<file path="src/rtl/gps_sm_pkg.sv">
// Shared constants and helpers for sign-magnitude datapaths: field positions
// within a sign-magnitude word and an index-width helper.
package gps_sm_pkg;

    localparam int unsigned SM_MAG_LSB = 0;

    // Sign bit sits at the MSB of a sign-magnitude word of width w.
    function automatic int unsigned sm_sign_pos(input int unsigned w);
        return w - 1;
    endfunction

    // Magnitude occupies everything below the sign bit.
    function automatic int unsigned sm_mag_msb(input int unsigned w);
        return w - 2;
    endfunction

    // Bits needed to index n items; never less than one bit.
    function automatic int unsigned sm_clog2(input int unsigned n);
        int unsigned r;
        r = 0;
        while ((32'd1 << r) < n) begin
            r = r + 1;
        end
        return (r == 0) ? 1 : r;
    endfunction

endpackage

</file>
<file path="src/rtl/sm_to_twos.sv">
// Combinational sign-magnitude to two's-complement conversion with sign
// extension; negative zero collapses to +0.
module sm_to_twos
    import gps_sm_pkg::*;
#(
    parameter int unsigned IN_WIDTH  = 3,
    parameter int unsigned OUT_WIDTH = 16
) (
    input  logic [IN_WIDTH-1:0]  sm_in,
    output logic [OUT_WIDTH-1:0] twos_c
);

    localparam int unsigned SIGN_POS  = sm_sign_pos(IN_WIDTH);
    localparam int unsigned MAG_MSB   = sm_mag_msb(IN_WIDTH);
    localparam int unsigned MAG_WIDTH = IN_WIDTH - 1;

    logic [MAG_WIDTH-1:0] mag;
    logic [OUT_WIDTH-1:0] mag_ext;

    assign mag     = sm_in[MAG_MSB:SM_MAG_LSB];
    assign mag_ext = OUT_WIDTH'(mag);

    // Zero magnitude takes the positive path so -0 never appears.
    assign twos_c = (sm_in[SIGN_POS] && (mag != '0)) ? -mag_ext : mag_ext;

endmodule

</file>
<file path="src/rtl/sm_extend_arbiter.sv">
// Round-robin arbiter feeding a shared two-stage sign-magnitude to
// two's-complement pipeline; results carry the index of their requester.
module sm_extend_arbiter
    import gps_sm_pkg::*;
#(
    parameter  int unsigned NUM_REQ   = 4,
    parameter  int unsigned IN_WIDTH  = 3,
    parameter  int unsigned OUT_WIDTH = 16,
    localparam int unsigned IDX_WIDTH = sm_clog2(NUM_REQ)
) (
    input  logic                        clk,
    input  logic                        reset_n,
    input  logic [NUM_REQ-1:0]          req_valid,
    input  logic [NUM_REQ*IN_WIDTH-1:0] req_value,
    output logic [NUM_REQ-1:0]          req_ready,
    output logic                        out_valid,
    input  logic                        out_ready,
    output logic [OUT_WIDTH-1:0]        out_value,
    output logic [IDX_WIDTH-1:0]        out_index
);

    logic [IDX_WIDTH-1:0] ptr_q,       ptr_d;
    logic                 s1_valid_q,  s1_valid_d;
    logic [IN_WIDTH-1:0]  s1_value_q,  s1_value_d;
    logic [IDX_WIDTH-1:0] s1_index_q,  s1_index_d;
    logic                 out_valid_q, out_valid_d;
    logic [OUT_WIDTH-1:0] out_value_q, out_value_d;
    logic [IDX_WIDTH-1:0] out_index_q, out_index_d;

    logic                 grant_found;
    logic [IDX_WIDTH-1:0] grant_idx;
    logic [IN_WIDTH-1:0]  grant_value;
    logic                 s2_free;
    logic                 s1_free;
    logic                 s1_adv;
    logic                 take;
    logic [OUT_WIDTH-1:0] conv_c;

    // Search from ptr upward, wrapping, for the first valid requester.
    always_comb begin
        logic [IDX_WIDTH-1:0] cand;
        grant_found = 1'b0;
        grant_idx   = '0;
        cand        = '0;
        for (int unsigned k = 0; k < NUM_REQ; k++) begin
            cand = IDX_WIDTH'((32'(ptr_q) + k) % NUM_REQ);
            if (!grant_found && req_valid[cand]) begin
                grant_found = 1'b1;
                grant_idx   = cand;
            end
        end
    end

    always_comb begin
        grant_value = '0;
        for (int unsigned i = 0; i < NUM_REQ; i++) begin
            if (IDX_WIDTH'(i) == grant_idx) begin
                grant_value = req_value[i*IN_WIDTH +: IN_WIDTH];
            end
        end
    end

    assign s2_free = !out_valid_q || out_ready;
    assign s1_adv  = s1_valid_q && s2_free;
    assign s1_free = !s1_valid_q || s2_free;
    assign take    = reset_n && grant_found && s1_free;

    // Grant is gated by reset so no requester sees a handshake while held.
    always_comb begin
        req_ready = '0;
        if (take) begin
            req_ready[grant_idx] = 1'b1;
        end
    end

    sm_to_twos #(
        .IN_WIDTH  (IN_WIDTH),
        .OUT_WIDTH (OUT_WIDTH)
    ) u_sm_to_twos (
        .sm_in  (s1_value_q),
        .twos_c (conv_c)
    );

    // Next-state for the pointer and both pipeline stages.
    always_comb begin
        ptr_d       = ptr_q;
        s1_valid_d  = s1_valid_q;
        s1_value_d  = s1_value_q;
        s1_index_d  = s1_index_q;
        out_valid_d = out_valid_q;
        out_value_d = out_value_q;
        out_index_d = out_index_q;

        if (s1_adv) begin
            out_valid_d = 1'b1;
            out_value_d = conv_c;
            out_index_d = s1_index_q;
            s1_valid_d  = 1'b0;
        end else if (out_ready) begin
            out_valid_d = 1'b0;
        end

        // A new grant refills stage 1 in the same edge it drains.
        if (take) begin
            s1_valid_d = 1'b1;
            s1_value_d = grant_value;
            s1_index_d = grant_idx;
            ptr_d      = IDX_WIDTH'((32'(grant_idx) + 32'd1) % NUM_REQ);
        end
    end

    always_ff @(posedge clk or negedge reset_n) begin
        if (!reset_n) begin
            ptr_q       <= '0;
            s1_valid_q  <= 1'b0;
            s1_value_q  <= '0;
            s1_index_q  <= '0;
            out_valid_q <= 1'b0;
            out_value_q <= '0;
            out_index_q <= '0;
        end else begin
            ptr_q       <= ptr_d;
            s1_valid_q  <= s1_valid_d;
            s1_value_q  <= s1_value_d;
            s1_index_q  <= s1_index_d;
            out_valid_q <= out_valid_d;
            out_value_q <= out_value_d;
            out_index_q <= out_index_d;
        end
    end

    assign out_valid = out_valid_q;
    assign out_value = out_value_q;
    assign out_index = out_index_q;

endmodule
</file>
<file path="config.mk">
export PLATFORM = sky130hd
export DESIGN_NAME = sm_extend_arbiter
export DESIGN_NICKNAME = d
export VERILOG_FILES = /design/src/rtl/gps_sm_pkg.sv /design/src/rtl/sm_to_twos.sv /design/src/rtl/sm_extend_arbiter.sv
export SDC_FILE = /design/constraint.sdc
export NUM_CORES = 1
export LEC_CHECK = 0
export BUFFER_PORTS_ARGS = -buffer_cell sky130_fd_sc_hd__buf_2
export CAP_MARGIN = 0
export CORE_MARGIN = 3
export CORE_UTILIZATION = 47
export CTS_CLUSTER_DIAMETER = 120
export CTS_CLUSTER_SIZE = 25
export DETAILED_ROUTE_END_ITERATION = 10
export GPL_TIMING_DRIVEN = 0
export PLACE_DENSITY = 0.79
export SLEW_MARGIN = 15
export SYNTH_ARGS = -nofsm -noshare
export SYNTH_HDL_FRONTEND = slang
export SYNTH_SLANG_ARGS = --single-unit
</file>
<file path="constraint.sdc">
create_clock -name clk -period 3.1 [get_ports clk]
set_clock_uncertainty 0.15 [all_clocks]
set_input_delay 0.775 -clock clk [delete_from_list [all_inputs] [get_ports clk]]
set_output_delay 0.775 -clock clk [all_outputs]
set_load 0.05 [all_outputs]
</file>
# Yosys cells after proc, flatten, opt, wreduce, memory -nomap -nowiden

Index checks and enable logic that the tools add are counted.

Input port bits: 19
Register bits: 27
Word-level logic and storage cells: 68

Order comparisons: 6
Add/sub/neg operators: 5
Reduce and logical (&&, ||, !) cells: 19
Multiplexer cells: 28
Eq/ne operators: 3

Operators with widths:

| cell                | count |
|---|---|
| $mux 16             | 1 |
| $neg 2->16          | 1 |
| $lt 2x3->1 const B  | 5 |
| $mux 1              | 13 |
| $mux 3              | 4 |
| $bmux 1 s2          | 4 |
| $logic_and 1x1->1   | 8 |
| $mux 2              | 4 |
| $reduce_bool 2->1   | 3 |
| $logic_not 1->1     | 5 |
| $add 2x1->2 const B | 2 |
| $add 2x2->2 const B | 2 |
| $eq 2x2->1 const A  | 2 |
| $mux 4              | 1 |
| $demux 1 s2         | 1 |
| $eq 1x2->1 const A  | 1 |
| $ge 2x1->1 const B  | 1 |
| $logic_not 2->1     | 1 |
| $logic_or 1x1->1    | 2 |

# Logic depth before layout (Yosys ltp)

Depth in word-level cells: 17
Gate-level depth with buffers: 7
Depth with buffers taken out: 7

# Hierarchy

Synthesis repeated with hierarchy kept, for this count alone.

Cell total of the unflattened synthesis: 122
Area, all modules: 1,440.1 µm²

Modules (own cells, without submodules):

| module            | seq. area each (µm²) | instances | area each (µm²) | cells each |
|---|---|---|---|---|
| sm_extend_arbiter | 675.6                | 1         | 1,286.2         | 103 |
| sm_to_twos        | 0.0                  | 1         | 153.9           | 19 |

# Least setup slack after synthesis

Ideal clock, no wire load.

Path kind: input -> output
Start point: input req_valid[0]
End point: output req_ready[3]
Stages on the path: 6
Arrival time: 2,068 ps
Required time: 2,175 ps
Path slack: 107 ps
Path buffers: 1
Path through: or3b_2 > o221ai_1 > inv_2 > ha_1 > buf_1 > and2_2

Word-level cells in the longest chain between the ends: 17
Elaborated cells between the ends (all ways): 30

Ends and longest elaborated chain:

| item                                                           | line                    | RTL |
|---|---|---|
| start, declared                                                | sm_extend_arbiter.sv:13 | `input logic [NUM_REQ-1:0] req_valid,` |
| $bmux 1 s2                                                     | sm_extend_arbiter.sv:47 | `if (!grant_found && req_valid[cand]) begin` |
| $mux 1 (implied by the code)                                   | sm_extend_arbiter.sv:47 |  |
| $mux 1                                                         | sm_extend_arbiter.sv:47 |  |
| $logic_not 1->1                                                | sm_extend_arbiter.sv:47 |  |
| $logic_and 1x1->1                                              | sm_extend_arbiter.sv:47 |  |
| $mux 1                                                         | sm_extend_arbiter.sv:47 |  |
| $logic_not 1->1                                                | sm_extend_arbiter.sv:47 |  |
| $logic_and 1x1->1                                              | sm_extend_arbiter.sv:47 |  |
| [2 not listed]                                                 | -                       |  |
| $logic_and 1x1->1                                              | sm_extend_arbiter.sv:47 |  |
| $mux 2 (*)                                                     | sm_extend_arbiter.sv:47 |  |
| via grant_idx[0]                                               | sm_extend_arbiter.sv:31 | `logic [IDX_WIDTH-1:0] grant_idx;` |
| $lt 2x3->1 (implied by the code) or $ge 2x1->1 (tied branches) | sm_extend_arbiter.sv:72 | `req_ready[grant_idx] = 1'b1;` |
| $logic_and 1x1->1 (implied by the code)                        | sm_extend_arbiter.sv:72 |  |
| $mux 1 (implied by the code)                                   | sm_extend_arbiter.sv:72 |  |
| $demux 1 s2 (*)                                                | sm_extend_arbiter.sv:72 |  |
| $mux 4 (*)                                                     | sm_extend_arbiter.sv:71 | `if (take) begin` |
| end, declared                                                  | sm_extend_arbiter.sv:15 | `output logic [NUM_REQ-1:0] req_ready,` |

The timed path passes the listed nets; every way through them passes the cells marked *. The select of a mux whose other input is x is not followed.

# Worst setup path after layout

Start point: input req_valid[0]
End point: output req_ready[1]

Word-level cells in the longest chain between the ends: 17
Elaborated cells between the ends (all ways): 30

Ends and longest elaborated chain:

| item                                                           | line |
|---|---|
| $bmux 1 s2                                                     | sm_extend_arbiter.sv:47 |
| $mux 1 (implied by the code)                                   | sm_extend_arbiter.sv:47 |
| $mux 1                                                         | sm_extend_arbiter.sv:47 |
| $logic_not 1->1                                                | sm_extend_arbiter.sv:47 |
| $logic_and 1x1->1                                              | sm_extend_arbiter.sv:47 |
| $mux 1                                                         | sm_extend_arbiter.sv:47 |
| $logic_not 1->1                                                | sm_extend_arbiter.sv:47 |
| $logic_and 1x1->1                                              | sm_extend_arbiter.sv:47 |
| $mux 1                                                         | sm_extend_arbiter.sv:47 |
| $logic_not 1->1                                                | sm_extend_arbiter.sv:47 |
| $logic_and 1x1->1                                              | sm_extend_arbiter.sv:47 |
| $mux 2                                                         | sm_extend_arbiter.sv:47 |
| $lt 2x3->1 (implied by the code) or $ge 2x1->1 (tied branches) | sm_extend_arbiter.sv:72 |
| $logic_and 1x1->1 (implied by the code)                        | sm_extend_arbiter.sv:72 |
| $mux 1 (implied by the code)                                   | sm_extend_arbiter.sv:72 |
| $demux 1 s2                                                    | sm_extend_arbiter.sv:72 |
| $mux 4 (*)                                                     | sm_extend_arbiter.sv:71 |

Every way passes the cells marked *; elsewhere a longest branch is shown, timed or not. The select of a mux whose other input is x is not followed.

==> metrics.md <==
| Metric | Value |
|---|---|
| Clock-pin transition on the worst setup and hold timing paths | roughly 80 ps |
| IO Port Bufs | 41 |
| Level count of the clock H-tree | 1 |
| EDFF count, synth | 0 |
| Minimum period implied by the final worst setup slack | 3050 ps |
| Number of buffers between clock root and the deepest sink | 2 |
| Kind of critical path | input port to primary output |
| Worst R2R Setup Slack | roughly 760 ps |
| Top routing layer in use | met3 |
| Seq/Total Area, Yosys | a little over a third |
| Wire length of the first global-routing pass | between 3 and 4 mm |
| Synth Area in Compound Gates | about 16% |
| Synth Cell Area | approximately 1000 sq um |
| Height of the die | 51.7 um |
| Count of pins on the block boundary | 42 |
| Final-report max-slew violation count | 0 |
| Status | finished, final reports clean |
| Global placement routability congestion | 0.735 |
| Placement row count | 15 |
| Antenna viol nets, final | 0 |
| HPWL Detailed | between 1.5 and 2 mm |
| Flip-flop and latch count after synthesis | 14 |
| Starting utilization of the core area | 53.4% |
| Aggregate routed wire length | 1.93 mm |
| Initial DRC Count | 3 |
| Min setup slack post-route | about 55 ps |
| Maximum vdd drop | 0.520 mV |
| Capturing element type of the critical path | primary output |
| XOR/XNOR Fraction of Synth Area | 0% |
| Static Leakage | about 0.00067 uW |
| Later-pin clock latency in the skew report | roughly 270 ps |
| Placeable Area | about 1800 sq um |
| Predominant post-synthesis flop cell | sky130_fd_sc_hd__dfrtp_1 |
| Startpoint Class | input port |
| Data arrival time of the critical path | between 2000 and 2500 ps |
| Post-route DRC violation count | 0 |
| Number of clock sinks seen by CTS | 14 |
| Number of cells on the worst reg-to-reg path | 7 |
| Post-layout net count | about 160 |
| Routed wire per std cell | 11.9 um |
| Post-synthesis share of cell area spent on and, or, nand and nor gates | 19.6% |
| Die span in x | ~52 um |
| Final standard cell area without fillers | roughly 1300 sq um |
| Cell Area, Placed | 1220 sq um |
| Total power divided by cell area | 967 nW/um^2 |
| Hold slack | 248 ps |
| Number of vias in the routed layout | slightly above 800 |
| Worst reg2reg path startpoint | ptr_q[1]$_DFFE_PN0P_ |
| Type of the tightest min-delay check | input port to asynchronous set/reset pin |
| Worst path required time | 2170 ps |
| Max_slew headroom | between 60% and 70% |
| Vias in the first global route | 742 |
| WL met3 | about 160 um |
| Dominant combinational cell family by area after synthesis | simple AND/OR/NAND/NOR gates |
| Clock root buffer | sky130_fd_sc_hd__clkbuf_4 |
| Portion of the clock cycle consumed by the worst path in the final layout | between 90% and 100% |
| Vias per inst | slightly above 5 |
| Fraction of layout instances using a drive strength above 1 | between 50% and 60% |
| CTS tree | done |
| Share of synthesized flip-flops with an asynchronous set or reset | between 90% and 100% |
| Synthesized-area fraction occupied by adder cells | between 6 and 7% |
| Mux share of post-synthesis cell area | slightly above 9% |
| Total design power | about 1200 uW |
| Routed wl met2 | 930 um |
| Setup repair after global routing missed its margin | yes |
| Antenna diode instance count | 0 |
| Worst slack after detailed placement | -270 ps |
| Maximum clock rate | between 300 and 400 MHz |
| Count of yosys warnings during synthesis | 0 |
| Average instance area after synthesis | about 11 sq um |
| Critical Path Fanout Max | 7 |
| Final setup violation count | 0 |
| Worst Tran Pin Value | between 500 and 600 ps |
| Synthesized instance count | 93 |
| MaxCap Viol Count | 0 |
| DRT Pass-1 Iters | 4 |
| Final-report hold violation count | 0 |
| Routed metal-1 wirelength | between 800 and 900 um |
| Pin count of the biggest net entering global routing | 16 |
| Global router's overall resource usage | 15.7% |
| Number of distinct library cells after synthesis | 31 |
| Initial antenna violation count | 0 |
| Global-route congestion overflow total | 0 |
| Post-Syn Nets | ~120 |
| Endpoint of the lowest-slack register-to-register path | s1_value_q[2]$_DFFE_PN0P_ |
| Area delta synth->final | 31.2% |
| Die Outline Area | roughly 2700 sq um |
| CTS Buf Count | 3 |
[worst max-delay path, stage by stage]
cell and delay [ps]:
sky130_fd_sc_hd__buf_2 130, sky130_fd_sc_hd__or3b_4 400, sky130_fd_sc_hd__o221ai_2 100, sky130_fd_sc_hd__or2_4 170, sky130_fd_sc_hd__ha_2 220, sky130_fd_sc_hd__and2_2 170
sky130_fd_sc_hd__buf_6 150
[cell families after synthesis]
group,after synthesis
AOI/OAI and AO/OA,20
muxes,8
DFF,14
buffers and inverters,20
and+or+nand+nor,26
adders and majority gates,5
[Yosys cell counts (2+ instances only)]
library cell / number / area [sq um]
sky130_fd_sc_hd__o41ai_1: 3 / 26.3
sky130_fd_sc_hd__nor2b_1: 4 / 25.0
sky130_fd_sc_hd__o221ai_1: 2 / 17.5
sky130_fd_sc_hd__and3b_1: 4 / 35.0
sky130_fd_sc_hd__o21ai_0: 6 / 30.0
sky130_fd_sc_hd__nand2b_1: 2 / 12.5
sky130_fd_sc_hd__a2111oi_0: 3 / 26.3
sky130_fd_sc_hd__nand2_1: 2 / 7.51
sky130_fd_sc_hd__inv_1: 5 / 18.8
sky130_fd_sc_hd__and2_2: 4 / 30.0
sky130_fd_sc_hd__buf_4: 13 / 97.6
sky130_fd_sc_hd__mux2i_1: 2 / 20.0
sky130_fd_sc_hd__ha_1: 5 / 62.6
sky130_fd_sc_hd__mux2_2: 5 / 56.3
sky130_fd_sc_hd__o31ai_1: 2 / 15.0
sky130_fd_sc_hd__dfrtp_1: 14 / 350
sky130_fd_sc_hd__nor3b_1: 3 / 22.5
[power by group]
part | total (uW) | internal (uW) | switching (uW)
logic | 828 | 301 | 527
clock network | 99.4 | 45.0 | 54.4
registers | 319 | 254 | 64.2
total | 1250 | 600 | 646
[flip-flops by register name, summed over array words and instances, names as in the netlist]
name and flops:
out_value 3, out_valid 1, out_index 2, s1_index_q 2
s1_valid_q 1, s1_value_q 3, ptr_q 2
[final cells by class]
cell class              instances  area [sq um]
inverters                       6          22.5
repair buffers                 42           224
fillers                       164           551
well taps                      25          31.3
flip-flops and latches         14           350
multi-input cells              59           541
clock buffers                   3          22.5
plain buffers                  13          97.6
[worst max-delay path by stage]
stage,from,to
2_1_floorplan,req_valid[0],req_ready[3]
3_3_place_gp,req_valid[0],req_ready[3]
3_5_place_dp,req_valid[0],req_ready[3]
4_1_cts,req_valid[0],req_ready[1]
5_1_grt,req_valid[0],req_ready[1]
6_report,req_valid[0],req_ready[1]
[repair_timing]
item | in CTS | in global routing
pin swaps | 2 | 0
setup buffers | 1 | 0
gates cloned | 0 | 0
gates resized for setup | 11 | 3
setup endpoints to repair | 4 | 4
hold buffers | 0 | 0
[cells in the final DEF (no fill, tap or decap), types with 2 or more instances in the layout]
cell,Yosys,final
sky130_fd_sc_hd__buf_2,0,38
sky130_fd_sc_hd__and2_2,4,4
sky130_fd_sc_hd__mux2i_1,2,2
sky130_fd_sc_hd__o41ai_1,3,3
sky130_fd_sc_hd__clkbuf_4,0,3
sky130_fd_sc_hd__and3b_1,4,4
sky130_fd_sc_hd__nor2b_1,4,4
sky130_fd_sc_hd__nand2b_1,2,2
sky130_fd_sc_hd__inv_1,5,5
sky130_fd_sc_hd__nor3b_1,3,3
sky130_fd_sc_hd__a2111oi_0,3,3
sky130_fd_sc_hd__o21ai_0,6,6
sky130_fd_sc_hd__nand2_1,2,2
sky130_fd_sc_hd__ha_2,0,4
sky130_fd_sc_hd__mux2_2,5,5
sky130_fd_sc_hd__o221ai_2,0,2
sky130_fd_sc_hd__buf_4,13,16
sky130_fd_sc_hd__dfrtp_1,14,14
[metrics by stage]
step                util (%)  cells  TNS, ps
detailed placement      66.3    159     -676
global route            70.1    162    -3.83
floorplan                  -     93        0
global placement        66.3    159     -605
finish                  70.1    162        0
CTS                     69.7    162        0
[metal layers]
metal	vias up	global-route usage, %
met1	375	18.5
li1	415	-
met5	-	0
met3	0	3.44
met2	40	27.3
met4	0	6.55
Power figures use the tool's default switching activity.
